File: src/rtl/seg7_scan_reader.sv
// Passive 7-seg scan monitor: decodes settled {anode, segment} pairs back to per-digit BCD values.
// Capture lands STABLE_CYCLES-1 edges after a pair is first sampled; no backpressure (observe-only).
module seg7_scan_reader #(
    parameter int NUM_DIGITS    = 4,
    parameter int STABLE_CYCLES = 4,
    localparam int IDX_W        = (NUM_DIGITS > 1) ? $clog2(NUM_DIGITS) : 1
) (
    input  logic                    clk_i,
    input  logic                    rst_i,
    input  logic [6:0]              seg_i,
    input  logic [NUM_DIGITS-1:0]   anod_i,
    output logic [4*NUM_DIGITS-1:0] cifre_o,
    output logic [NUM_DIGITS-1:0]   err_o,
    output logic                    upd_o,
    output logic [IDX_W-1:0]        upd_idx_o,
    output logic                    frame_o
);
    localparam int SMP_W = NUM_DIGITS + 7;
    localparam int CNT_W = $clog2(STABLE_CYCLES + 1);
    localparam logic [CNT_W-1:0] CNT_MAX = CNT_W'(STABLE_CYCLES);

    logic [SMP_W-1:0]        sample_q, sample_d;
    logic [CNT_W-1:0]        cnt_q, cnt_d;
    logic                    capt_q, capt_d;
    logic [NUM_DIGITS-1:0]   mask_q, mask_d;
    logic [4*NUM_DIGITS-1:0] cifre_q, cifre_d;
    logic [NUM_DIGITS-1:0]   err_q, err_d;
    logic                    upd_q, upd_d;
    logic [IDX_W-1:0]        upd_idx_q, upd_idx_d;
    logic                    frame_q, frame_d;

    logic                  same;
    logic                  one_low;
    logic                  fire;
    logic [NUM_DIGITS-1:0] act;
    logic [NUM_DIGITS-1:0] mask_set;
    logic [IDX_W-1:0]      idx;
    logic [3:0]            dec_val;
    logic                  dec_err;

    // Segment decode of the live pattern; at capture it equals the held sample.
    always_comb begin
        dec_val = 4'hF;
        dec_err = 1'b1;
        case (seg_i)
            7'b1000000: begin dec_val = 4'd0; dec_err = 1'b0; end
            7'b1111001: begin dec_val = 4'd1; dec_err = 1'b0; end
            7'b0100100: begin dec_val = 4'd2; dec_err = 1'b0; end
            7'b0110000: begin dec_val = 4'd3; dec_err = 1'b0; end
            7'b0011001: begin dec_val = 4'd4; dec_err = 1'b0; end
            7'b0010010: begin dec_val = 4'd5; dec_err = 1'b0; end
            7'b0000010: begin dec_val = 4'd6; dec_err = 1'b0; end
            7'b1111000: begin dec_val = 4'd7; dec_err = 1'b0; end
            7'b0000000: begin dec_val = 4'd8; dec_err = 1'b0; end
            7'b0010000: begin dec_val = 4'd9; dec_err = 1'b0; end
            7'b0000110: begin dec_val = 4'hE; dec_err = 1'b1; end
            default:    begin dec_val = 4'hF; dec_err = 1'b1; end
        endcase
    end

    always_comb begin
        act = ~anod_i;
        one_low = (act != '0) && ((act & (act - 1'b1)) == '0);
        idx = '0;
        for (int i = 0; i < NUM_DIGITS; i++) begin
            if (act[i]) idx = IDX_W'(i);
        end
    end

    always_comb begin
        sample_d  = {anod_i, seg_i};
        same      = (sample_d == sample_q);
        cnt_d     = same ? ((cnt_q == CNT_MAX) ? CNT_MAX : cnt_q + 1'b1) : CNT_W'(1);
        capt_d    = same ? capt_q : 1'b0;
        fire      = (cnt_d == CNT_MAX) && !capt_d && one_low;
        mask_d    = mask_q;
        mask_set  = mask_q;
        cifre_d   = cifre_q;
        err_d     = err_q;
        upd_d     = 1'b0;
        upd_idx_d = upd_idx_q;
        frame_d   = 1'b0;
        if (fire) begin
            capt_d              = 1'b1;
            cifre_d[4*idx +: 4] = dec_val;
            err_d[idx]          = dec_err;
            upd_d               = 1'b1;
            upd_idx_d           = idx;
            mask_set[idx]       = 1'b1;
            // The completing capture opens a fresh, empty frame.
            if (&mask_set) begin
                frame_d = 1'b1;
                mask_d  = '0;
            end else begin
                mask_d  = mask_set;
            end
        end
    end

    always_ff @(posedge clk_i or posedge rst_i) begin
        if (rst_i) begin
            sample_q  <= '0;
            cnt_q     <= '0;
            capt_q    <= 1'b0;
            mask_q    <= '0;
            cifre_q   <= '1;
            err_q     <= '0;
            upd_q     <= 1'b0;
            upd_idx_q <= '0;
            frame_q   <= 1'b0;
        end else begin
            sample_q  <= sample_d;
            cnt_q     <= cnt_d;
            capt_q    <= capt_d;
            mask_q    <= mask_d;
            cifre_q   <= cifre_d;
            err_q     <= err_d;
            upd_q     <= upd_d;
            upd_idx_q <= upd_idx_d;
            frame_q   <= frame_d;
        end
    end

    assign cifre_o   = cifre_q;
    assign err_o     = err_q;
    assign upd_o     = upd_q;
    assign upd_idx_o = upd_idx_q;
    assign frame_o   = frame_q;
endmodule

File: config.mk
export PLATFORM = sky130hd
export DESIGN_NAME = seg7_scan_reader
export DESIGN_NICKNAME = d
export VERILOG_FILES = /design/src/rtl/seg7_scan_reader.sv
export SDC_FILE = /design/constraint.sdc
export NUM_CORES = 1
export LEC_CHECK = 0
export ABC_AREA = 1
export BUFFER_PORTS_ARGS = -buffer_cell sky130_fd_sc_hd__buf_2
export CORE_ASPECT_RATIO = 0.7
export CORE_MARGIN = 4
export CORE_UTILIZATION = 45
export DETAILED_ROUTE_END_ITERATION = 8
export GPL_ROUTABILITY_DRIVEN = 0
export GPL_TIMING_DRIVEN = 0
export HOLD_SLACK_MARGIN = 0.03
export PLACE_DENSITY = 0.69
export SETUP_SLACK_MARGIN = 0.15
export SYNTH_ARGS = -nofsm -noshare
export SYNTH_HDL_FRONTEND = slang
export SYNTH_SLANG_ARGS = --single-unit
File: constraint.sdc
create_clock -name clk_i -period 5.5 [get_ports clk_i]
set_input_delay 0.825 -clock clk_i [delete_from_list [all_inputs] [get_ports clk_i]]
set_output_delay 0.825 -clock clk_i [all_outputs]
set_load 0.05 [all_outputs]
==> out/summary.txt, run 1 <==
Outcome - complete, no violations
CTS Sinks - 43
Slew @ Worst Pin - 880 ps
Worst hold margin - 479 ps
Commonest non-fill, non-tap cell in the layout - nand2_1
Ant diodes - 0
RSZ-0062 raised after global routing - false
Register bit count reported by yosys - 43
Postcts setup bufs - 0
Total negative slack - 0 ps
Cell Area, Synth - 0.00236 sq mm
Routed via count - 1998
Worst Hold Path EP - cifre_o[10]
Crit path capture type - flip-flop
Layout cells sized above 1 - 0.219
Initial antenna violation count - 0
Final WL - 4730 um
Start point of the worst hold path - cifre_o[10]
Mux cell area share after synthesis - 0
Worst setup path class - primary input to flip-flop
Routed Antenna Nets - 0
Critical path's slowest cell - a21oi_2
Most frequent cells in the layout - nand2_1, nor2_1, inv_1
Largest cells by area after synthesis - dfrtp_1, dfstp_2, nand2_1, nor2_1, inv_1
Adder-cell share of the synthesized area - 0.0531
Most common cell type on the critical path - inv_1
Syn Area/Cell - 7.55 sq um
Core box area - 0.00491 sq mm
Die W - 94.5 um
Share of the synthesized area in the top cell type - 0.287
# rows - 21
Compound-gate portion of the synthesized area - 0.0680
Yosys cell types - 25
Max Freq - 0.406 GHz
Max Slew Vio Count - 0
Clock root cell - clkbuf_8
DRC Markers - 0
Final period util - 0.448
Syn Nets - 335
Num CTS Buffers - 5
First-pass GRT wire length - 8220 um
Critical path peak fanout - 11
Hold Path Class - flip-flop to flip-flop
Post-cts sizing count - 0
Clk pin slew, worst setup/hold paths - 80 ps
Port buffer count - 36
Ports - 37
Yosys top cell by area - dfrtp_1
Synth Area in XOR/XNOR - 0.0223
Nets - 378
Worst R2R Setup Slack - 3540 ps
Cells after Synth - 312
Worst vdd ir - 127 uV
Worst endpoint required time - 5740 ps
Total grt overflow - 0
Pin count of the biggest net entering global routing - 44
Slowest stage delay, CP - 430 ps
Die height - 68.5 um
Leak Pwr - 1.57 nW
Critical Path AT - 2700 ps
Reg2reg end - cifre_o[1]
Initial Utilization - 0.480
Cell Pwr Density - 230 mW/mm^2
Fin. Hold Viols - 0
Hold depth - 2
Synth Area in Simple Gates - 0.309
Crit-path cells - buf_2 > inv_1 > a21oi_2 > inv_1 > ha_1 > nor3_1 > nand3_1 > nand2_1
Synth warn - 0
Min Tclk post-route - 2470 ps
Iteration-0 DRC Markers - 105
Hold-fix buffers, CTS - 0
WL/cell - 11.1 um
All-Layer GR Usage - 0.165
H-tree Lvls - 2
Layout area overhead - 16.1%
Sequential-to-total area share from yosys stat - 0.465
DP HPWL - 3600 um
Reg2reg start - cnt_q[0]
Die ar. - 0.00648 sq mm
CTS tree - built
Fin Clk Skew - 4.71 ps
Largest family of logic cells by synthesized area - simple AND/OR/NAND/NOR gates
R2R cell count - 11
Setup violators final - 0
Post-layout util - 0.557
Clk Latency, worst-skew pair - 290 ps
Vias in the first global route - 1817
CTS max path bufs - 2
Drt via density - 4.70
CP Launch Type - primary input
Max Cap Viol - 0
Max-slew headroom - 0.412
1st-pass router iterations - 4
[cell type report]
cell class	instances	area [sq um]
Clock buffer	5	68.8
Multi-Input combinational cell	220	1070
Fill cell	471	2180
Timing Repair Buffer	36	180
Sequential cell	43	1100
Buffer	3	21.3
Clock inverter	3	43.8
Tap cell	69	86.3
Inverter	46	173
[cells by family after synthesis]
logic type	after synthesis
fa+ha+maj	10
compound gates	30
flops	43
buf+inv	49
simple gates	174
xor+xnor	6
[flip-flops by register name, summed over array words and instances (netlist names)]
register	cells
capt_q	1
cifre_o	16
cnt_q	3
err_o	4
frame_o	1
mask_q	4
sample_q	11
upd_idx_o	2
upd_o	1
[metrics by stage]
step / power, mW / instances / instance area [sq um] / setup slack, ps
floorplan: 0.369 / 312 / 2360 / 3240
global placement: 0.388 / 417 / 2620 / 2770
detailed placement: 0.388 / 417 / 2620 / 2730
CTS: 0.637 / 425 / 2740 / 3050
global route: 0.662 / 425 / 2740 / 2830
finish: 0.628 / 425 / 2740 / 3030
[layer usage]
metal  vias up  global-route usage  part of all wire
li1       1039                   -                 -
met1       909               0.239              0.54
met2        42               0.242              0.40
met3         8              0.0369             0.046
met4         0              0.0612             0.016
met5         -                   0                 0
[synth_stat cells]
library cell and instances:
nor3_1 2, o221ai_1 1, nand2_1 101, o31ai_1 1, nand4_1 1, buf_6 1, inv_1 43, xnor2_1 5
clkbuf_2 1, nand3_1 15, nand4_4 1, o21ai_0 19, inv_2 3, nand2_2 1, nor2_1 45, xor2_1 1
a21oi_2 1, dfrtp_1 27, ha_1 10, nor3_2 3, nor2_2 5, a21oi_1 4, buf_2 1, dfstp_2 16
o21ai_1 4
[report_power, final]
part	internal, mW	total, mW	leakage (nW)	switching (mW)
clock network	0.135	0.245	0.0581	0.110
registers	0.321	0.323	0.512	0.00204
logic	0.0175	0.0598	0.999	0.0423
total	0.473	0.628	1.57	0.155
[worst max-delay path: cells and delay by family]
family / cells / cell delay, ps
buffers and inverters: 3 / 410
adders and majority gates: 1 / 400
and+or+nand+nor: 3 / 630
AOI/OAI and AO/OA: 1 / 430
[worst max-delay path by stage]
stage              start    endpoint  slack, ps  cells after the start
2_1_floorplan  anod_i[1]  cifre_o[1]       3240                      7
3_3_place_gp   anod_i[1]  cifre_o[1]       2770                      8
3_5_place_dp   anod_i[1]  cifre_o[0]       2730                      8
4_1_cts        anod_i[1]  cifre_o[0]       3050                      8
5_1_grt        anod_i[1]  cifre_o[1]       2830                      8
6_report       anod_i[1]  cifre_o[0]       3030                      8
No activity file was read; power rests on OpenSTA's default activity.
==> run 2: changes to the inputs <==
- PLACE_DENSITY: 0.69 -> 0.71
- clock period: 5.5 -> 2.2 ns (I/O delays scaled with it)
==> run 2 against run 1 <==
Combinational power grew to 2.8 times the previous value. Via count grew 3.7%. Worst hold slack lost 300 ps. Highest routed layer unchanged. Clock power grew to 2.6 times the previous value. Critical endpoint is now mask_q[1]. Critical path depth grew 5. Global-route usage shrank 0.25 points. Design area grew 7.1%. Worst setup slack lost 2700 ps. Final cell count grew 1.9%.
==> out/summary.txt, run 2 (synthesis gave the netlist of run 1 again) <==
Outcome - complete, no violations
Pint - 1.19 mW
Hold depth - 1
Max Freq - 0.527 GHz
Die W - 94.5 um
Sw frac - 0.256
Final instance area - 0.00293 sq mm
Crit-path cells - inv_2 > ha_4 > inv_2 > nand2_1 > a21oi_2 > nand2_2 > nor2_4 > buf_4 > nand4_4 > clkbuf_16 > nor2_2 > nor2_1 > nor2_1
Layout cells sized above 1 - 0.261
Commonest non-fill, non-tap cell in the layout - nand2_1
Die ar. - 0.00648 sq mm
Leak Pwr - 1.62 nW
CP Buf/Inv Count - 4
Clock share of power - 0.391
Worst endpoint required time - 2450 ps
Die height - 68.5 um
Setup violators final - 0
Worst R2R Setup Slack - 300 ps
Design Power - 1.60 mW
Num CTS Buffers - 5
Initial antenna violation count - 0
CP Launch Type - flip-flop
Critical Path AT - 2140 ps
First-pass GRT wire length - 8050 um
Clock root cell - clkbuf_8
DRC Markers - 0
Worst slack, placed - -66.5 ps
Nets - 386
Worst Hold Path EP - sample_q[7]
1st-pass router iterations - 4
Max-slew headroom - 0.734
Slew @ Worst Pin - 396 ps
Initial Utilization - 0.480
Layout area overhead - 24.3%
Most frequent cells in the layout - nand2_1, nor2_1, inv_1
Reg2reg start - cnt_q[1]
Placed insts - 418
WL/cell - 12.0 um
Pin count of the biggest net entering global routing - 33
Sw Pwr - 0.410 mW
Final setup margin - 302 ps
CTS tree - built
Routed via count - 2071
Reg2reg end - mask_q[1]
Post-layout util - 0.596
Clk Latency, worst-skew pair - 310 ps
Drt via density - 4.78
Fin Clk Skew - 13.3 ps
Min Tclk post-route - 1900 ps
Final WL - 5210 um
Hold Path Class - primary input to flip-flop
# rows - 21
Crit path capture type - flip-flop
Ant diodes - 0
Slowest stage delay, CP - 390 ps
Critical path peak fanout - 5
Critical path's slowest cell - dfrtp_1
Seq pwr share - 0.504
Crit-path leading delay family - simple AND/OR/NAND/NOR gates
Combinational power share - 0.105
Worst hold margin - 181 ps
DP HPWL - 3670 um
CTS Sinks - 43
Total grt overflow - 0
Final period util - 0.863
All-Layer GR Usage - 0.162
CTS max path bufs - 2
Clk pin slew, worst setup/hold paths - 90 ps
Worst setup path class - flip-flop to flip-flop
Ports - 37
R2R cell count - 13
Placed Area - 0.00264 sq mm
Layout Cells excl Fill - 433
Fin. Hold Viols - 0
Largest register FFs - 16
Routed Antenna Nets - 0
Max Cap Viol - 0
Max Slew Vio Count - 0
Port buffer count - 36
Vias in the first global route - 1771
RSZ-0062 raised after global routing - false
Cell Pwr Density - 546 mW/mm^2
Start point of the worst hold path - anod_i[0]
Core box area - 0.00491 sq mm
Iteration-0 DRC Markers - 111
Worst vdd ir - 371 uV
Total negative slack - 0 ps
H-tree Lvls - 2
-- run 2: cell types whose count changed in the layout (fill, tap and decap cells not counted), sizes merged --
| cell | previous run | this run |
|---|---|---|
| buf | 38 | 44 |
| dlygate4sd3 | 0 | 1 |
| nand4 | 2 | 3 |
-- run 2: layout make-up --
cell class	count	area, sq um
plain buffers	3	37.5
inverters	46	173
clock buffers	5	68.8
repair buffers	43	267
fillers	438	1980
well taps	69	86.3
clock inverters	3	43.8
flip-flops and latches	43	1100
multi-input cells	221	1160
-- run 2: power by group through the flow --
stage | logic (mW) | registers, mW | clock network [mW]
3_5_place_dp | 0.155 | 0.821 | 0
6_report | 0.167 | 0.806 | 0.626
2_1_floorplan | 0.102 | 0.820 | 0
5_1_grt | 0.190 | 0.808 | 0.674
3_3_place_gp | 0.149 | 0.820 | 0
4_1_cts | 0.157 | 0.806 | 0.633
-- run 2: worst max path at each step --
| stage | from | endpoint | slack [ps] | cells after the start |
|---|---|---|---|---|
| floorplan | anod_i[1] | cifre_o[1] | 430 | 7 |
| global placement | anod_i[1] | cifre_o[2] | -30 | 8 |
| detailed placement | anod_i[1] | cifre_o[2] | -70 | 8 |
| CTS | cnt_q[0] | err_o[0] | 190 | 11 |
| global route | cnt_q[0] | mask_q[3] | 160 | 12 |
| finish | cnt_q[1] | mask_q[1] | 300 | 13 |
-- run 2: what timing repair did --
item	in CTS	in global routing
setup buffers	0	2
hold endpoints to repair	6	0
hold buffers	1	0
setup endpoints to repair	0	27
resized for setup	0	38
-- run 2: routing by layer --
layer | wire length [um] | up-vias | GRT usage
li1 | - | 1062 | -
met1 | 2540 | 943 | 0.239
met2 | 2280 | 60 | 0.236
met3 | 326 | 6 | 0.0390
met4 | 57 | 0 | 0.0522
met5 | 0 | - | 0
==> run 3: changes to the inputs <==
- CORE_ASPECT_RATIO: 0.7 -> 1.25
- CTS_BUF_LIST: default -> sky130_fd_sc_hd__clkbuf_2
==> run 3 against run 2 <==
Sequential share of layout area rose by 2.4 points. Final cell count fell by 1.4%. Clock skew fell by 5.4 ps. Non-clock buffer count rose by 1. Maximum frequency fell by 1.4%. Flip-flop and latch count did not move. First-iteration DRC count fell by 9.9%.
==> out/summary.txt, run 3 (synthesis gave the netlist of run 1 again) <==
Setup violators final - 0
CTS Sinks - 43
Initial antenna violation count - 0
Routed Antenna Nets - 0
Layout Cells excl Fill - 427
Pin count of the biggest net entering global routing - 44
DRC Markers - 0
Critical path peak fanout - 4
Design Power - 1.30 mW
DP HPWL - 3610 um
Iteration-0 DRC Markers - 100
Layout cells sized above 1 - 0.222
Pint - 0.942 mW
Crit-path cells - inv_1 > ha_1 > inv_1 > nand2_1 > a21oi_1 > nand2_1 > nor2_2 > nand4_2 > nor3_2 > nand2_1 > nand2_1
Outcome - complete, no violations
Fin Clk Skew - 7.93 ps
Worst vdd ir - 235 uV
Ant diodes - 0
CTS max path bufs - 2
Sw Pwr - 0.356 mW
Placed insts - 410
Num CTS Buffers - 5
Total grt overflow - 0
Seq pwr share - 0.623
Vias in the first global route - 1958
Fillers - 482
Worst hold margin - 76.3 ps
Clk Latency, worst-skew pair - 390 ps
Port buffer count - 36
Worst Setup SP - cnt_q[0]
Initial Utilization - 0.464
Die W - 72.7 um
# rows - 29
Max Slew Vio Count - 0
Drt via density - 4.78
Combinational power share - 0.122
Max Freq - 0.519 GHz
Slew @ Worst Pin - 857 ps
Crit path capture type - flip-flop
Clock share of power - 0.255
Slowest stage delay, CP - 420 ps
Ports - 37
Critical path's slowest cell - dfrtp_1
Worst R2R Setup Slack - 270 ps
Worst endpoint required time - 2560 ps
Final period util - 0.875
Sw frac - 0.274
Reg2reg end - cifre_o[12]
Nets - 387
Layout area overhead - 16.8%
Hold Path Class - primary input to asynchronous set/reset pin
All-Layer GR Usage - 0.161
Crit-path leading delay family - simple AND/OR/NAND/NOR gates
Critical Path AT - 2280 ps
Fin. Hold Viols - 0
Most common cell type on the critical path - nand2_1
Leak Pwr - 1.58 nW
Worst setup path class - flip-flop to flip-flop
CP Launch Type - flip-flop
First-pass GRT wire length - 8240 um
Max Cap Viol - 0
Reg2reg start - cnt_q[0]
Min Tclk post-route - 1930 ps
WL/cell - 11.5 um
Final WL - 4900 um
Max-slew headroom - 0.428
Most frequent cells in the layout - nand2_1, nor2_1, inv_1
H-tree Lvls - 2
Clk pin slew, worst setup/hold paths - 200 ps
Die ar. - 0.00646 sq mm
Largest register FFs - 16
Crit. path cell count - 11
R2R cell count - 11
Clock root cell - clkbuf_2
Cell Pwr Density - 472 mW/mm^2
RSZ-0062 raised after global routing - true
CP Buf/Inv Count - 2
CTS tree - built
Die height - 88.9 um
Core box area - 0.00508 sq mm
Routed via count - 2043
Commonest non-fill, non-tap cell in the layout - nand2_1
Postcts setup bufs - 0
1st-pass router iterations - 4
[run 3: cell types whose count changed in the layout (fill, tap and decap cells not counted), moves of 3 or more]
cell	before	now
inv_2	7	4
nor3_2	0	3
nor2_1	41	44
nor3_4	3	0
inv_1	39	42
o21ai_1	14	4
dlygate4sd3_1	1	7
o21ai_0	9	19
clkbuf_8	5	0
clkbuf_2	0	7
nor2_4	3	0
[run 3: stage by stage]
| step | setup WS, ps | utilization | setup TNS [ps] | area, sq um |
|---|---|---|---|---|
| floorplan | 433 | - | 0 | 2360 |
| global placement | 0.228 | 0.515 | 0 | 2610 |
| detailed placement | -7.33 | 0.515 | -8.25 | 2610 |
| CTS | 212 | 0.522 | 0 | 2650 |
| global route | 148 | 0.542 | 0 | 2750 |
| finish | 275 | 0.542 | 0 | 2750 |
[run 3: routing by layer]
metal	vias to the layer above	GRT usage	wire length (um)
li1	1066	-	-
met1	936	0.201	2250
met2	35	0.273	2420
met3	6	0.0360	161
met4	0	0.0604	69
met5	-	0	0
[run 3: worst max-delay path by stage]
stage	end
global route	cifre_o[4]
CTS	err_o[0]
detailed placement	cifre_o[2]
global placement	cifre_o[2]
floorplan	cifre_o[1]
finish	cifre_o[12]
[run 3: cell type report]
class | instances | area [sq um] | area share
buffer | 3 | 30.0 | 0.0109
tap | 62 | 77.6 | 0.0282
multi-input combinational | 221 | 1080 | 0.393
inverter | 46 | 173 | 0.0627
timing repair buffer | 44 | 255 | 0.0927
clock buffer | 7 | 35.0 | 0.0127
clock inverter | 1 | 5.00 | 0.00182
sequential | 43 | 1100 | 0.398
[run 3: power groups by stage]
stage	logic (mW)	registers [mW]	clock network, mW
final	0.158	0.808	0.332
after global routing	0.186	0.810	0.386
after CTS	0.150	0.808	0.347
after detailed placement	0.149	0.821	0
after global placement	0.148	0.820	0
after floorplan	0.102	0.820	0
[run 3: what timing repair did]
action                                 in CTS  in global routing
gates resized for setup                     0                  7
endpoints found under the hold margin       0                  7
hold buffers                                0                  7
setup endpoints to repair                   0                 19
